`src/rtl/serial_rx_pkg.sv`:
```
// Shared types and helpers for the serial frame receiver.
package serial_rx_pkg;

  typedef enum logic [2:0] {
    IDLE,
    START,
    DATA,
    PARITY,
    STOP,
    BREAK
  } rx_state_t;

  localparam int CLKS_PER_BIT_DEF = 16;
  localparam int HALF_BIT         = CLKS_PER_BIT_DEF / 2;
  localparam int CNT_W            = $clog2(CLKS_PER_BIT_DEF);

  // Returns 1 when the word holds an odd number of ones.
  function automatic logic even_parity(input logic [31:0] d);
    return ^d;
  endfunction

endpackage

```
`src/rtl/sync_2ff.sv`:
```
// Two-flop synchronizer for a single asynchronous bit, with selectable reset value.
module sync_2ff #(
  parameter logic RST_VAL = 1'b1
) (
  input  logic clk_i,
  input  logic rst_i,
  input  logic d_i,
  output logic q_o
);

  logic meta_q;
  logic sync_q;

  always_ff @(posedge clk_i or posedge rst_i) begin
    if (rst_i) begin
      meta_q <= RST_VAL;
      sync_q <= RST_VAL;
    end else begin
      meta_q <= d_i;
      sync_q <= meta_q;
    end
  end

  assign q_o = sync_q;

endmodule

```
`src/rtl/serial_frame_rx.sv`:
```
// Serial frame receiver: start bit, LSB-first data, optional even parity, stop bit.
// Output strobes are single-cycle, registered, and mutually exclusive.
module serial_frame_rx
  import serial_rx_pkg::*;
#(
  parameter int DATA_W       = 7,
  parameter int CLKS_PER_BIT = CLKS_PER_BIT_DEF,
  parameter int PARITY_EN    = 1
) (
  input  logic              clk,
  input  logic              reset,
  input  logic              rx,
  output logic [DATA_W-1:0] data_out,
  output logic              data_valid,
  output logic              parity_err,
  output logic              frame_err,
  output logic              busy,
  output rx_state_t         state_dbg
);

  localparam int CW = $clog2(CLKS_PER_BIT);
  localparam int IW = $clog2(DATA_W + 1);
  localparam logic [CW-1:0] CNT_LAST = CW'(CLKS_PER_BIT - 1);
  localparam logic [CW-1:0] CNT_MID  = CW'(CLKS_PER_BIT / 2 - 1);
  localparam logic [IW-1:0] IDX_LAST = IW'(DATA_W - 1);

  rx_state_t         state_q;
  logic [CW-1:0]     cnt_q;
  logic [IW-1:0]     idx_q;
  logic [DATA_W-1:0] shift_q;
  logic              par_q;
  logic              rx_s;
  logic              parity_ok;

  sync_2ff #(.RST_VAL(1'b1)) u_sync (
    .clk_i (clk),
    .rst_i (reset),
    .d_i   (rx),
    .q_o   (rx_s)
  );

  assign parity_ok = (PARITY_EN == 0) || ((even_parity(32'(shift_q)) ^ par_q) == 1'b0);
  assign busy      = (state_q != IDLE);
  assign state_dbg = state_q;

  always_ff @(posedge clk or posedge reset) begin
    if (reset) begin
      state_q    <= IDLE;
      cnt_q      <= '0;
      idx_q      <= '0;
      shift_q    <= '0;
      par_q      <= 1'b0;
      data_out   <= '0;
      data_valid <= 1'b0;
      parity_err <= 1'b0;
      frame_err  <= 1'b0;
    end else begin
      data_valid <= 1'b0;
      parity_err <= 1'b0;
      frame_err  <= 1'b0;
      case (state_q)
        IDLE: begin
          if (!rx_s) begin
            state_q <= START;
            cnt_q   <= '0;
          end
        end
        START: begin
          // A start bit that is no longer low at its midpoint is treated as a glitch.
          if (cnt_q == CNT_MID) begin
            cnt_q <= '0;
            if (!rx_s) begin
              state_q <= DATA;
              idx_q   <= '0;
            end else begin
              state_q <= IDLE;
            end
          end else begin
            cnt_q <= cnt_q + CW'(1);
          end
        end
        DATA: begin
          if (cnt_q == CNT_LAST) begin
            shift_q[idx_q] <= rx_s;
            idx_q          <= idx_q + IW'(1);
            cnt_q          <= '0;
            if (idx_q == IDX_LAST) state_q <= (PARITY_EN != 0) ? PARITY : STOP;
          end else begin
            cnt_q <= cnt_q + CW'(1);
          end
        end
        PARITY: begin
          if (cnt_q == CNT_LAST) begin
            par_q   <= rx_s;
            cnt_q   <= '0;
            state_q <= STOP;
          end else begin
            cnt_q <= cnt_q + CW'(1);
          end
        end
        STOP: begin
          if (cnt_q == CNT_LAST) begin
            cnt_q <= '0;
            if (rx_s) begin
              state_q <= IDLE;
              if (parity_ok) begin
                data_out   <= shift_q;
                data_valid <= 1'b1;
              end else begin
                parity_err <= 1'b1;
              end
            end else begin
              // Bad stop bit: parity is meaningless, wait out the low line.
              frame_err <= 1'b1;
              state_q   <= BREAK;
            end
          end else begin
            cnt_q <= cnt_q + CW'(1);
          end
        end
        BREAK: begin
          if (rx_s) state_q <= IDLE;
        end
        default: state_q <= IDLE;
      endcase
    end
  end

endmodule

```
`config.mk`:
```
export PLATFORM = sky130hd
export DESIGN_NAME = serial_frame_rx
export DESIGN_NICKNAME = d
export VERILOG_FILES = /design/src/rtl/serial_rx_pkg.sv /design/src/rtl/sync_2ff.sv /design/src/rtl/serial_frame_rx.sv
export SDC_FILE = /design/constraint.sdc
export NUM_CORES = 1
export LEC_CHECK = 0
export BUFFER_PORTS_ARGS = -buffer_cell sky130_fd_sc_hd__buf_2
export CORE_MARGIN = 4
export CORE_UTILIZATION = 51
export CTS_BUF_LIST = sky130_fd_sc_hd__clkbuf_4 sky130_fd_sc_hd__clkbuf_8
export DETAILED_ROUTE_END_ITERATION = 7
export GPL_TIMING_DRIVEN = 0
export HOLD_SLACK_MARGIN = 0.15
export PLACE_DENSITY = 0.78
export REMOVE_ABC_BUFFERS = 1
export SETUP_SLACK_MARGIN = 0.5
export SYNTH_ARGS = -nofsm -noshare
export SYNTH_HDL_FRONTEND = slang
export SYNTH_SLANG_ARGS = --single-unit
export TNS_END_PERCENT = 5
```
`constraint.sdc`:
```
create_clock -name clk -period 1.7 [get_ports clk]
set_input_delay 0.17 -clock clk [delete_from_list [all_inputs] [get_ports clk]]
set_output_delay 0.17 -clock clk [all_outputs]
set_load 0.01 [all_outputs]
```
==> results, run 1 <==
- Setup repair after global routing could not meet its margin everywhere.
- The data arrival time of the worst path is 2.06 ns.
- The clock net in this run drives a total of 30 sinks.
- The number of cell instances on the worst register-to-register path is 4.
- Of the cells placed in the final design, the portion with a size suffix greater than 1 is 0.472.
- The number of hold violations in the final report is 0.
- The number of vias after detailed routing is 1101.
- After detailed routing, the number of remaining DRC violations is 0.
- The tool flagged a number of max-cap violations equal to 0.
- The register-to-register path setup slack is -0.14 ns.
- The die width is 62.8 um.
- The count of nets left with antenna violations once routing finished came out at 0.
- The number of cells produced by synthesis is 136.
- Setup violations remaining at the end of the flow were counted as 18.
- STA classifies the critical path endpoint as a flop.
- The CTS root buffer is sky130_fd_sc_hd__clkbuf_4.
- The timing-limited maximum frequency is 544 MHz.
- Among all stages on the critical path, the largest delay is contributed by sky130_fd_sc_hd__or4_4.
- The number of buffers between clock root and the deepest sink is 2.
- After synthesis the cells add up to 1530 um^2.
- The number of violations reported at the end of detailed-routing iteration 0 is 48.
- Across every metal layer, demand over resource in global routing totals 0.172.
- The class of the most critical hold timing path is in2async.
- The area of the core is 2810 um^2.
- In this run the power density over the cells is 1140 nW/um^2.
- Across all setup checks in the final design, the least slack found is -0.139 ns.
- The repair_antennas step left the layout with diodes totalling 0.
- The final weighted congestion of routability-driven global placement is 0.823.
- The headroom to the max-slew limit is 0.248.
- In the routed layout, each cell is associated on average with a via count of 5.73.
- Clock latency on the worst-skew pair, taken at its later pin, is 0.34 ns.
- The via count of the first global-routing pass is 1112.
- The count of buffer and inverter cells on the critical path is 0.
- Entering global routing, the biggest net connects 31 pins.
- In this run the vertical extent of the chip is 62.8 um.
- The final count of pins violating max slew was 0.
- On the worst path, the slowest cell contributes a delay of 0.55 ns.
- The cell family contributing the most delay on the critical path is simple AND/OR/NAND/NOR gates.
- The number of instances in the placed design is 174.
- In this run the critical register-to-register path is launched from state_dbg[0]$_DFFE_PP0P_.
- Power comes to 2.10 mW.
- After detailed routing, the average wire length per cell comes to 15.8 um.
- The number of top-level pins is 17.
- The most frequent standard cell in the layout excluding fill and tap cells is sky130_fd_sc_hd__dfrtp_1.
- The checks that failed: negative setup slack.
- Of the total synthesized cell area, the portion taken by XOR and XNOR cells is 0.0457.
- STA puts the critical path data required time at 1.92 ns.
- Of the post-synthesis cell area, the part taken by muxes is 0.131.
- After global routing the overflow that remains totals 0.
- The number of clock buffers added by TritonCTS is 5.
- The type of the worst setup path is reg2reg.
- The flow ran to the end, but the final reports show violations.
- Summed over all layers, the routed wires come to 3030 um.
- The first-pass GRT wire length is 5290 um.
- The critical path goes through nand2b_4 > or4_4 > nor3b_2 > mux2_4.
- The worst setup path is launched from a flop.
- Of the total synthesized cell area, the portion taken by AND, OR, NAND and NOR gates is 0.183.
- The analysis attributes to cell leakage a power of 0.873 nW.
- The length of the first detailed-routing pass in iterations is 4.
- The floorplan step defined a die boundary enclosing 3950 um^2.
- For this run, the post-layout net count is 166.
- The capture point of the worst reg-to-reg path is shift_q[2]$_DFFE_PP0P_.
- The finished layout cell area is 1840 um^2.
- The share of synthesized cell area in full adder, half adder and majority cells is 0.0245.
- The share of the yosys chip area belonging to registers is 0.491.
- The number of levels the H-tree was split into is 2.
- The area growth from synthesis to final layout is 20.1%.
- In the layout the commonest cells are sky130_fd_sc_hd__dfrtp_1 (25), sky130_fd_sc_hd__buf_2 (15), sky130_fd_sc_hd__mux2_2 (14).
- The number of antenna violations at the first check in global routing was 0.
- The post-layout instance count excluding filler cells is 192.
- In this run the tool buffered the top-level ports with 16 buffer cells.
- The TritonCTS clock tree is built.
- Of the available clock period, the critical path in the final layout requires 1.08.
- The largest fanout on the critical path is 6.
- The half-perimeter wire length after placement is 1890 um.
- The setup TNS after final layout is -1.43 ns.
- The area fraction in compound gates after synthesis is 0.0856.
- The placed standard-cell area is 1600 um^2.
- In this run, synthesis produced a sequential element count of 30.
- After clock tree synthesis, the clock-pin slew on the worst setup and hold paths is 0.10 ns.
- Subtracting the final worst setup slack from the clock period gives 1.84 ns.
- A synthesized cell averages 11.3 um^2.
- After synthesis, the largest family of logic cells by area is simple AND/OR/NAND/NOR gates.
- The peak ir drop on the vdd network is 0.835 mV.
- The number of different library cells in the post-synthesis netlist is 40.
- The worst clock skew is 0.0124 ns.
- The Yosys step of the flow raised 0 warnings.
- For the pin with the worst max-slew slack, the measured transition is 1.13 ns.
- The worst-case setup slack after placement is -0.408 ns.
- The number of placement rows is 19.
- The starting density of the core is 0.547.
-- metal layers --
layer / routed length, um / up-vias / global-route usage
met5: 0 / - / 0
li1: - / 528 / -
met2: 1450 / 35 / 0.273
met1: 1320 / 528 / 0.210
met3: 152 / 10 / 0.0432
met4: 110 / 0 / 0.107
-- worst max-delay path by stage --
stage	start	slack [ns]	depth (start not counted)	end
3_5_place_dp	cnt_q[0]$_DFFE_PP0P_	-0.41	5	shift_q[4]$_DFFE_PP0P_
5_1_grt	state_dbg[1]$_DFFE_PP0P_	-0.19	4	shift_q[4]$_DFFE_PP0P_
6_report	state_dbg[0]$_DFFE_PP0P_	-0.14	4	shift_q[2]$_DFFE_PP0P_
4_1_cts	cnt_q[0]$_DFFE_PP0P_	-0.17	5	shift_q[5]$_DFFE_PP0P_
3_3_place_gp	cnt_q[0]$_DFFE_PP0P_	-0.33	5	shift_q[4]$_DFFE_PP0P_
2_1_floorplan	cnt_q[1]$_DFFE_PP0P_	-0.22	5	shift_q[4]$_DFFE_PP0P_
-- stage by stage --
stage / utilization / hold slack [ns]
global route: 0.657 / 0.204
finish: 0.657 / 0.0999
global placement: 0.572 / 0.275
CTS: 0.647 / 0.141
detailed placement: 0.572 / 0.278
floorplan: - / 0.174
-- cell usage after synthesis, drive strengths merged --
cell    number  area [um^2]
ha           3         37.5
nor2b        2         12.5
o211ai       1         7.51
o32ai        1         8.76
and3b        1         10.0
mux2i        1         10.0
or4b         1         10.0
a31oi        2         12.5
and3         3         20.0
a21o         1         7.51
a211oi       2         15.0
nor3         5         25.0
a22o         1         10.0
o31ai        1         7.51
buf          4         28.8
mux2        17          191
nor4         1         6.26
o21a         1         7.51
xnor2        7         61.3
xor2         1         8.76
nor3b        4         50.1
nand3        4         32.5
nand2       11         41.3
dfstp        2         52.6
or4          2         22.5
o21ai        6         30.0
dfrtp       28          701
a21oi        5         25.0
or2          1         6.26
nand4b       1         8.76
clkbuf       5         20.0
or3          1         6.26
nor2         6         22.5
inv          3         11.3
nand2b       1         6.26
-- state kept, by name, indices dropped and copies added, names as in the netlist --
name,count
state_dbg,3
data_valid,1
data_out,7
shift_q,7
u_sync.q_o,1
frame_err,1
idx_q,3
parity_err,1
par_q,1
cnt_q,4
u_sync.meta_q,1
-- kinds of logic (layout without fill, tap and decap cells) --
group	after synthesis	count (layout)
AOI/OAI and AO/OA	21	21
xor gates and xnor gates	8	8
adders and majority gates	3	3
buffers and inverters	12	37
DFF	30	30
muxes	18	18
and+or+nand+nor	44	44
-- area by class of cell --
cell class	count	area, um^2
fillers	213	963
multi-input cells	94	807
flip-flops and latches	30	757
repair buffers	26	164
clock buffers	7	58.8
well taps	31	38.8
inverters	3	11.3
clock inverters	1	5.00
-- timing repair --
| action | in CTS | in global routing |
|---|---|---|
| endpoints found under the hold margin | 13 | 0 |
| setup endpoints to repair | 32 | 31 |
| resized for setup | 16 | 6 |
| hold buffers | 1 | 0 |
| gates cloned | 0 | 0 |
| pin swaps | 7 | 1 |
| buffers inserted | 9 | 0 |
-- power breakdown --
part           switching [mW]  internal, mW
combinational           0.328         0.350
clock                   0.254         0.216
sequential              0.155         0.799
No activity file was read; power rests on OpenSTA's default activity.
==> inputs of run 2 (changes only) <==
--- a/config.mk
+++ b/config.mk
@@ -5,6 +5,7 @@
 export SDC_FILE = /design/constraint.sdc
 export NUM_CORES = 1
 export LEC_CHECK = 0
+export ABC_AREA = 1
 export BUFFER_PORTS_ARGS = -buffer_cell sky130_fd_sc_hd__buf_2
 export CORE_MARGIN = 4
 export CORE_UTILIZATION = 51
==> results, run 2 <==
- The CTS root buffer is sky130_fd_sc_hd__clkbuf_4 (unchanged).
- The number of antenna repair diodes is 0 (unchanged).
- The number of different library cells in the post-synthesis netlist is 21 (was 40).
- The mean instance size in the synthesized netlist is 7.86 um^2 (was 11.3 um^2).
- The quantity of I/O buffers inserted on ports is 16 (unchanged).
- The number of synthesized register bits is 30 (unchanged).
- Leading cell types in the layout, fill and taps excluded: sky130_fd_sc_hd__nand2_1 (61), sky130_fd_sc_hd__dfrtp_1 (27), sky130_fd_sc_hd__inv_1 (24) (was sky130_fd_sc_hd__dfrtp_1 (25), sky130_fd_sc_hd__buf_2 (15), sky130_fd_sc_hd__mux2_2 (14)).
- The leakage power of the design was 1.04 nW (was 0.873 nW).
- The area of the multi-input gates is 714 um^2 (was 807 um^2).
- Outcome: complete, no violations (was complete, but fails checks).
- The number of endpoints failing setup at the final stage is 0 (was 18).
- The final weighted congestion of routability-driven global placement came to 0.832 (was 0.823).
- The TritonCTS buffer count came to 5 (unchanged).
- Top post-synthesis cells by area: sky130_fd_sc_hd__dfrtp_1 (45%), sky130_fd_sc_hd__nand2_1 (15%), sky130_fd_sc_hd__inv_1 (6.5%), sky130_fd_sc_hd__o21ai_0 (5.5%), sky130_fd_sc_hd__nor2_1 (4.4%) (was sky130_fd_sc_hd__dfrtp_1 (46%), sky130_fd_sc_hd__mux2_2 (12%), sky130_fd_sc_hd__xnor2_1 (4.0%), sky130_fd_sc_hd__dfstp_2 (3.4%), sky130_fd_sc_hd__nor3b_2 (3.3%)).
- The clock latency reported for the late side of the worst-skew pair came to 0.34 ns (about the same).
- The TritonCTS clock tree was built (unchanged).
- The data arrival time of the worst path was 1.77 ns (was 2.06 ns).
- The warning count from the yosys run is 0 (unchanged).
- The overall die area was 3980 um^2 (was 3950 um^2).
- The number of violations reported at the end of detailed-routing iteration 0 is 73 (was 48).
- The placed standard-cell area is 1670 um^2 (was 1600 um^2).
- The per-cell routed wire length came to 11.7 um (was 15.8 um).
- The cell-internal power is 1.33 mW (was 1.37 mW).
- The switching share of total power is 0.351 (about the same).
- Top flop regs: data_out (7), shift_q (7), cnt_q (4) (unchanged).
- The global router's overall resource usage is 0.169 (was 0.172).
- The aggregate routed wire length is 3130 um (was 3030 um).
- The period utilization was 0.894 (was 1.08).
- The peak ir drop on the vdd network came to 1.05 mV (was 0.835 mV).
- The proportion of layout cells with a drive suffix above 1 is 0.249 (was 0.472).
- The most used standard cell by instance count after synthesis was sky130_fd_sc_hd__nand2_1 (was sky130_fd_sc_hd__dfrtp_1).
- The critical path startpoint is u_sync.q_o$_DFF_PP1_ (was state_dbg[0]$_DFFE_PP0P_).
- The post-synthesis async set-or-reset flop share is 1.00 (unchanged).
- The number of placement rows is 19 (unchanged).
- The area growth from synthesis to final layout came to 22.2% (was 20.1%).
- The number of instances in the placed design is 244 (was 174).
- The headroom to the max-slew limit is 0.245 (was 0.248).
- The number of vias after detailed routing is 1365 (was 1101).
- The TritonCTS sink count was 30 (unchanged).
- The final count of pins violating max slew is 0 (unchanged).
- The type of the worst setup path is reg2reg (unchanged).
- The area of the core is 2830 um^2 (was 2810 um^2).
- The post-layout instance count excluding filler cells came to 268 (was 192).
- The biggest area consumer among synthesized cells is sky130_fd_sc_hd__dfrtp_1 (unchanged).
- The number of cells produced by synthesis is 197 (was 136).
- The time the worst path needs with I/O delays and setup came to 1.52 ns (was 1.84 ns).
- The power share of the sequential group is 0.421 (was 0.454).
- The transition time of the tightest slew-check pin is 1.13 ns (about the same).
- The largest net degree at the start of global routing is 31 (unchanged).
- The portion of total power attributed to the clock network is 0.275 (was 0.224).
- The number of hold violations in the final report came to 0 (unchanged).
- The number of top-level pins is 17 (unchanged).
- The length of the first detailed-routing pass in iterations came to 4 (unchanged).
- The via count of the first global-routing pass is 1188 (was 1112).
- The type of element launching the critical path is a flop (unchanged).
- The die extent in y is 63.1 um (was 62.8 um).
- The number of antenna violations at the first check in global routing was 0 (unchanged).
- RSZ-0062 raised after global routing: true (unchanged).
- The area used by sequential logic in the layout is 754 um^2 (was 757 um^2).
- The required time of the worst setup path was 1.95 ns (was 1.92 ns).
- The die width was 63.1 um (was 62.8 um).
- The leading register cell type out of synthesis is sky130_fd_sc_hd__dfrtp_1 (unchanged).
- The setup TNS after final layout is 0 ns (was -1.43 ns).
- The number of levels the H-tree was split into was 2 (unchanged).
- The power per cell area is 1080 nW/um^2 (was 1140 nW/um^2).
- The half-perimeter wire length after placement is 2010 um (was 1890 um).
- The max-cap check violation count is 0 (unchanged).
- The post-route core utilization came to 0.669 (was 0.657).
- The starting density of the core is 0.548 (was 0.547).
- The net switching power is 0.718 mW (was 0.737 mW).
- The finished layout cell area is 1890 um^2 (was 1840 um^2).
- The timing-limited maximum frequency was 658 MHz (was 544 MHz).
- The critical register-to-register path startpoint was u_sync.q_o$_DFF_PP1_ (was state_dbg[0]$_DFFE_PP0P_).
- The worst clock skew is 0.00440 ns (was 0.0124 ns).
- The area share of the leading cell type in the synthesized netlist is 0.452 (was 0.457).
- The number of nets in the layout is 242 (was 166).
- The number of flops mapped to enable cells by yosys is 0 (unchanged).
- The class of the most critical hold timing path was in2async (unchanged).
- The proportion of power drawn by combinational gates is 0.305 (was 0.322).
- The smallest hold slack is 0.106 ns (was 0.0999 ns).
- The most frequent standard cell in the layout excluding fill and tap cells is sky130_fd_sc_hd__nand2_1 (was sky130_fd_sc_hd__dfrtp_1).
- The number of filler instances in the final layout is 234 (was 213).
- The largest fanout on the critical path was 6 (unchanged).
- Most common library cells after synthesis: sky130_fd_sc_hd__nand2_1 (63), sky130_fd_sc_hd__dfrtp_1 (28), sky130_fd_sc_hd__inv_1 (27), sky130_fd_sc_hd__nor2_1 (18), sky130_fd_sc_hd__o21ai_0 (17) (was sky130_fd_sc_hd__dfrtp_1 (28), sky130_fd_sc_hd__mux2_2 (17), sky130_fd_sc_hd__nand2_1 (11), sky130_fd_sc_hd__xnor2_1 (7)).
- The area of the mapped netlist is 1550 um^2 (was 1530 um^2).
- The post-detailed-route DRC marker count is 0 (unchanged).
- The final antenna-violating net count is 0 (unchanged).
- The share of the yosys chip area belonging to registers is 0.486 (was 0.491).
- The number of vias per cell was 5.09 (was 5.73).
- The number of buffers between clock root and the deepest sink is 2 (unchanged).
- The nature of the critical path endpoint is a flop (unchanged).
- The first-pass GRT wire length is 5330 um (was 5290 um).
- The leftover overflow at the end of global routing is 0 (unchanged).
- The clock transition at the registers of the reported paths came to 0.10 ns (about the same).
run 2: per-stage QoR:
stage,worst slack [ns],total power [mW]
2_1_floorplan,0.291,1.26
4_1_cts,0.154,1.97
6_report,0.180,2.05
3_5_place_dp,0.110,1.39
3_3_place_gp,0.112,1.38
5_1_grt,0.0717,2.19
run 2: cell families (layout without fill, tap and decap cells):
group                      after synthesis  in the layout  synth area share
and+or+nand+nor                        112            112             0.334
DFF                                     30             30             0.486
buffers and inverters                   27             67            0.0654
AOI/OAI and AO/OA                       22             22            0.0735
adders and majority gates                3              3            0.0242
xor gates and xnor gates                 3              3            0.0170
run 2: path summary, 6_finish.rpt:
| check | to | depth (start not counted) | slack, ns |
|---|---|---|---|
| worst max-delay path | state_dbg[0]$_DFFE_PP0P_ | 7 | 0.18 |
| worst min-delay path | shift_q[3]$_DFFE_PP0P_ | 2 | 0.11 |
| worst max register to register | state_dbg[0]$_DFFE_PP0P_ | 7 | 0.18 |
| worst min register to register | u_sync.q_o$_DFF_PP1_ | 0 | 0.36 |
| max in group asynchronous | state_dbg[0]$_DFFE_PP0P_ | 2 | 0.84 |
| min in group clk | u_sync.q_o$_DFF_PP1_ | 0 | 0.36 |
run 2: worst max-delay path, cell delays in order, from the launching register on:
cell and delay, ns:
sky130_fd_sc_hd__dfstp_2 0.61, sky130_fd_sc_hd__clkinvlp_4 0.16, sky130_fd_sc_hd__buf_4 0.17, sky130_fd_sc_hd__nand4_1 0.06, sky130_fd_sc_hd__nand3_1 0.13, sky130_fd_sc_hd__nor2_4 0.18, sky130_fd_sc_hd__nand2_1 0.06, sky130_fd_sc_hd__o21ai_0 0.08
run 2: cell type report:
cell class	count	share of cell area
sequential	30	0.399
tap	31	0.0205
inverter	27	0.0555
timing repair buffer	32	0.107
multi-input combinational	140	0.377
clock inverter	3	0.0211
clock buffer	5	0.0198
run 2: repair_timing:
action	CTS	global route
pin swaps	5	2
hold endpoints to repair	29	0
hold buffers	1	0
resized for setup	4	8
setup buffers	5	10
setup endpoints to repair	28	30
run 2: power groups by stage:
stage               clock network, mW  registers, mW  logic (mW)
floorplan                           0          0.867       0.393
global placement                    0          0.869       0.514
detailed placement                  0          0.870       0.523
CTS                             0.579          0.860       0.534
global route                    0.613          0.874       0.705
finish                          0.563          0.861       0.624
run 2: metal layers:
metal	global-route usage	up-vias	routed length [um]
met5	0	-	0
met3	0.0373	8	118
li1	-	710	-
met1	0.225	618	1460
met2	0.260	29	1480
met4	0.0826	0	69
==> inputs of run 3 (changes only) <==
--- a/config.mk
+++ b/config.mk
@@ -7,13 +7,15 @@
 export LEC_CHECK = 0
 export ABC_AREA = 1
 export BUFFER_PORTS_ARGS = -buffer_cell sky130_fd_sc_hd__buf_2
+export CELL_PAD_IN_SITES_DETAIL_PLACEMENT = 1
+export CELL_PAD_IN_SITES_GLOBAL_PLACEMENT = 1
 export CORE_MARGIN = 4
-export CORE_UTILIZATION = 51
+export CORE_UTILIZATION = 40
 export CTS_BUF_LIST = sky130_fd_sc_hd__clkbuf_4 sky130_fd_sc_hd__clkbuf_8
 export DETAILED_ROUTE_END_ITERATION = 7
 export GPL_TIMING_DRIVEN = 0
 export HOLD_SLACK_MARGIN = 0.15
-export PLACE_DENSITY = 0.78
+export PLACE_DENSITY = 0.81
 export REMOVE_ABC_BUFFERS = 1
 export SETUP_SLACK_MARGIN = 0.5
 export SYNTH_ARGS = -nofsm -noshare
==> results, run 3 (synthesis gave the netlist of run 2 again) <==
- Outcome: complete, no violations (unchanged).
- The nature of the critical path endpoint is a flop (unchanged).
- The type of the worst setup path is reg2reg (unchanged).
- The power per cell area came to 1080 nW/um^2 (about the same).
- The net switching power is 0.746 mW (was 0.718 mW).
- The proportion of power drawn by combinational gates is 0.301 (was 0.305).
- The aggregate routed wire length is 3750 um (was 3130 um).
- The number of vias after detailed routing was 1385 (was 1365).
- The headroom to the max-slew limit is 0.244 (was 0.245).
- The transition time of the tightest slew-check pin is 1.13 ns (about the same).
- The family of cells with the greatest summed delay on the critical path is simple AND/OR/NAND/NOR gates (was flip-flops).
- RSZ-0062 raised after global routing: true (unchanged).
- The peak ir drop on the vdd network is 0.727 mV (was 1.05 mV).
- The die extent in y is 70.2 um (was 63.1 um).
- The number of antenna violations at the first check in global routing is 0 (unchanged).
- Top flop regs: data_out (7), shift_q (7), cnt_q (4) (unchanged).
- The die width is 70.2 um (was 63.1 um).
- The half-perimeter wire length after placement came to 2550 um (was 2010 um).
- The power share of the sequential group is 0.424 (was 0.421).
- The post-route core utilization is 0.516 (was 0.669).
- The CTS root buffer is sky130_fd_sc_hd__clkbuf_8 (was sky130_fd_sc_hd__clkbuf_4).
- The standard cell with the maximum stage delay on the critical path is sky130_fd_sc_hd__dfrtp_1 (was sky130_fd_sc_hd__dfstp_2).
- The global router's overall resource usage is 0.168 (was 0.169).
- The TritonCTS buffer count came to 5 (unchanged).
- The largest net degree at the start of global routing is 31 (unchanged).
- The area of the core is 3690 um^2 (was 2830 um^2).
- The number of levels the H-tree was split into is 2 (unchanged).
- The overall die area came to 4930 um^2 (was 3980 um^2).
- The via count of the first global-routing pass is 1447 (was 1188).
- The TritonCTS clock tree is built (unchanged).
- The number of violations reported at the end of detailed-routing iteration 0 came to 62 (was 73).
- The length of the first detailed-routing pass in iterations came to 4 (unchanged).
- The number of top-level pins was 17 (unchanged).
- The number of antenna repair diodes is 0 (unchanged).
- Leading cell types in the layout, fill and taps excluded: sky130_fd_sc_hd__nand2_1 (55), sky130_fd_sc_hd__dfrtp_1 (27), sky130_fd_sc_hd__inv_1 (23) (was sky130_fd_sc_hd__nand2_1 (61), sky130_fd_sc_hd__dfrtp_1 (27), sky130_fd_sc_hd__inv_1 (24)).
- The final weighted congestion of routability-driven global placement is 0.818 (was 0.832).
- The TritonCTS sink count is 30 (unchanged).
- The largest stage delay on the critical path was 0.41 ns (was 0.61 ns).
- The required time of the worst setup path was 1.92 ns (was 1.95 ns).
- The final antenna-violating net count is 0 (unchanged).
- The cell-internal power is 1.31 mW (was 1.33 mW).
- The max-cap check violation count is 0 (unchanged).
- The clock latency reported for the late side of the worst-skew pair is 0.28 ns (was 0.34 ns).
- The number of vias per cell was 5.00 (was 5.09).
- The number of filler instances in the final layout is 483 (was 234).
- The area growth from synthesis to final layout came to 22.9% (was 22.2%).
- The number of nets in the layout is 235 (was 242).
- The final count of pins violating max slew came to 0 (unchanged).
- The number of instances in the placed design is 261 (was 244).
- The period utilization is 0.936 (was 0.894).
- The post-detailed-route DRC marker count is 0 (unchanged).
- The per-cell routed wire length is 13.5 um (was 11.7 um).
- The critical path depth in cells is 8 (was 7).
- The leakage power of the design was 1.01 nW (was 1.04 nW).
- The type of element launching the critical path was a flop (unchanged).
- The timing-limited maximum frequency is 628 MHz (was 658 MHz).
- The class of the most critical hold timing path is in2async (unchanged).
- The post-layout instance count excluding filler cells is 277 (was 268).
- The portion of total power attributed to the clock network is 0.275 (about the same).
- The largest fanout on the critical path is 5 (was 6).
- The count of buffer and inverter cells on the critical path was 2 (unchanged).
- The quantity of I/O buffers inserted on ports is 16 (unchanged).
- The number of buffers between clock root and the deepest sink came to 2 (unchanged).
- The worst clock skew is 0.00522 ns (was 0.00440 ns).
- The data arrival time of the worst path is 1.81 ns (was 1.77 ns).
- The proportion of layout cells with a drive suffix above 1 was 0.279 (was 0.249).
- The number of endpoints failing setup at the final stage came to 0 (unchanged).
- The leftover overflow at the end of global routing is 0 (unchanged).
- The number of placement rows came to 22 (was 19).
- The most frequent standard cell in the layout excluding fill and tap cells is sky130_fd_sc_hd__nand2_1 (unchanged).
- Worst path cell trace: ha_2 > nand2_2 > inv_2 > nand2_4 > nor3_4 > buf_4 > nand4_1 > nand2_1 (was clkinvlp_4 > buf_4 > nand4_1 > nand3_1 > nor2_4 > nand2_1 > o21ai_0).
- The number of hold violations in the final report is 0 (unchanged).
- The starting density of the core came to 0.420 (was 0.548).
- The clock transition at the registers of the reported paths is 0.06 ns (was 0.10 ns).
- The time the worst path needs with I/O delays and setup is 1.59 ns (was 1.52 ns).
- The switching share of total power is 0.363 (was 0.351).
- The first-pass GRT wire length is 6670 um (was 5330 um).
- The number of cell instances on the worst register-to-register path was 8 (was 7).
[run 3: metrics by stage]
step | cell area [um^2] | setup slack (ns) | hold WS [ns] | power (mW) | TNS (ns)
floorplan | 1550 | 0.291 | 0.174 | 1.26 | 0
global placement | 1690 | 0.0794 | 0.277 | 1.40 | 0
detailed placement | 1690 | 0.0242 | 0.277 | 1.43 | 0
CTS | 1840 | 0.0813 | 0.229 | 2.02 | 0
global route | 1900 | -0.0335 | 0.280 | 2.21 | -0.176
finish | 1900 | 0.109 | 0.173 | 2.06 | 0
[run 3: routing by layer]
layer | up-vias | part of all wire | global-route usage
li1 | 691 | - | -
met1 | 670 | 0.46 | 0.216
met2 | 17 | 0.49 | 0.269
met3 | 7 | 0.035 | 0.0489
met4 | 0 | 0.015 | 0.0532
met5 | - | 0 | 0
[run 3: repair_timing]
action / in CTS / in global routing
resized for setup: 6 / 23
pin swaps: 4 / 11
endpoints found under the setup margin: 28 / 29
setup buffers: 6 / 2
cloned: 0 / 0
endpoints found under the hold margin: 1 / 0
hold buffers: 1 / 0
[run 3: worst paths after layout]
path                                                 end                    start  slack [ns]
worst max-delay path             data_out[3]$_DFFE_PP0P_     cnt_q[0]$_DFFE_PP0P_        0.11
worst max register to register   data_out[3]$_DFFE_PP0P_     cnt_q[0]$_DFFE_PP0P_        0.11
min in group clk                    u_sync.q_o$_DFF_PP1_  u_sync.meta_q$_DFF_PP1_        0.36
worst min register to register      u_sync.q_o$_DFF_PP1_  u_sync.meta_q$_DFF_PP1_        0.36
worst min-delay path                cnt_q[1]$_DFFE_PP0P_                    reset        0.17
max in group asynchronous       state_dbg[0]$_DFFE_PP0P_                    reset        0.76
[run 3: area by class of cell]
class / instances / area [um^2] / share of cell area
timing repair buffer: 25 / 154 / 0.0808
inverter: 27 / 101 / 0.0532
multi-input combinational: 140 / 751 / 0.394
tap: 48 / 60.1 / 0.0315
sequential: 30 / 754 / 0.396
clock buffer: 7 / 83.8 / 0.0440
[run 3: worst register-to-register path: stages (launching register included)]
cell and delay [ns]:
sky130_fd_sc_hd__dfrtp_1 0.41, sky130_fd_sc_hd__ha_2 0.21, sky130_fd_sc_hd__nand2_2 0.07, sky130_fd_sc_hd__inv_2 0.09, sky130_fd_sc_hd__nand2_4 0.09, sky130_fd_sc_hd__nor3_4 0.28, sky130_fd_sc_hd__buf_4 0.19, sky130_fd_sc_hd__nand4_1 0.10
sky130_fd_sc_hd__nand2_1 0.08
[run 3: power by group through the flow]
stage	Combinational (mW)	Clock [mW]	Sequential, mW
after floorplan	0.393	0	0.867
after global placement	0.532	0	0.871
after detailed placement	0.551	0	0.875
after CTS	0.568	0.584	0.865
after global routing	0.707	0.618	0.884
final	0.620	0.565	0.871
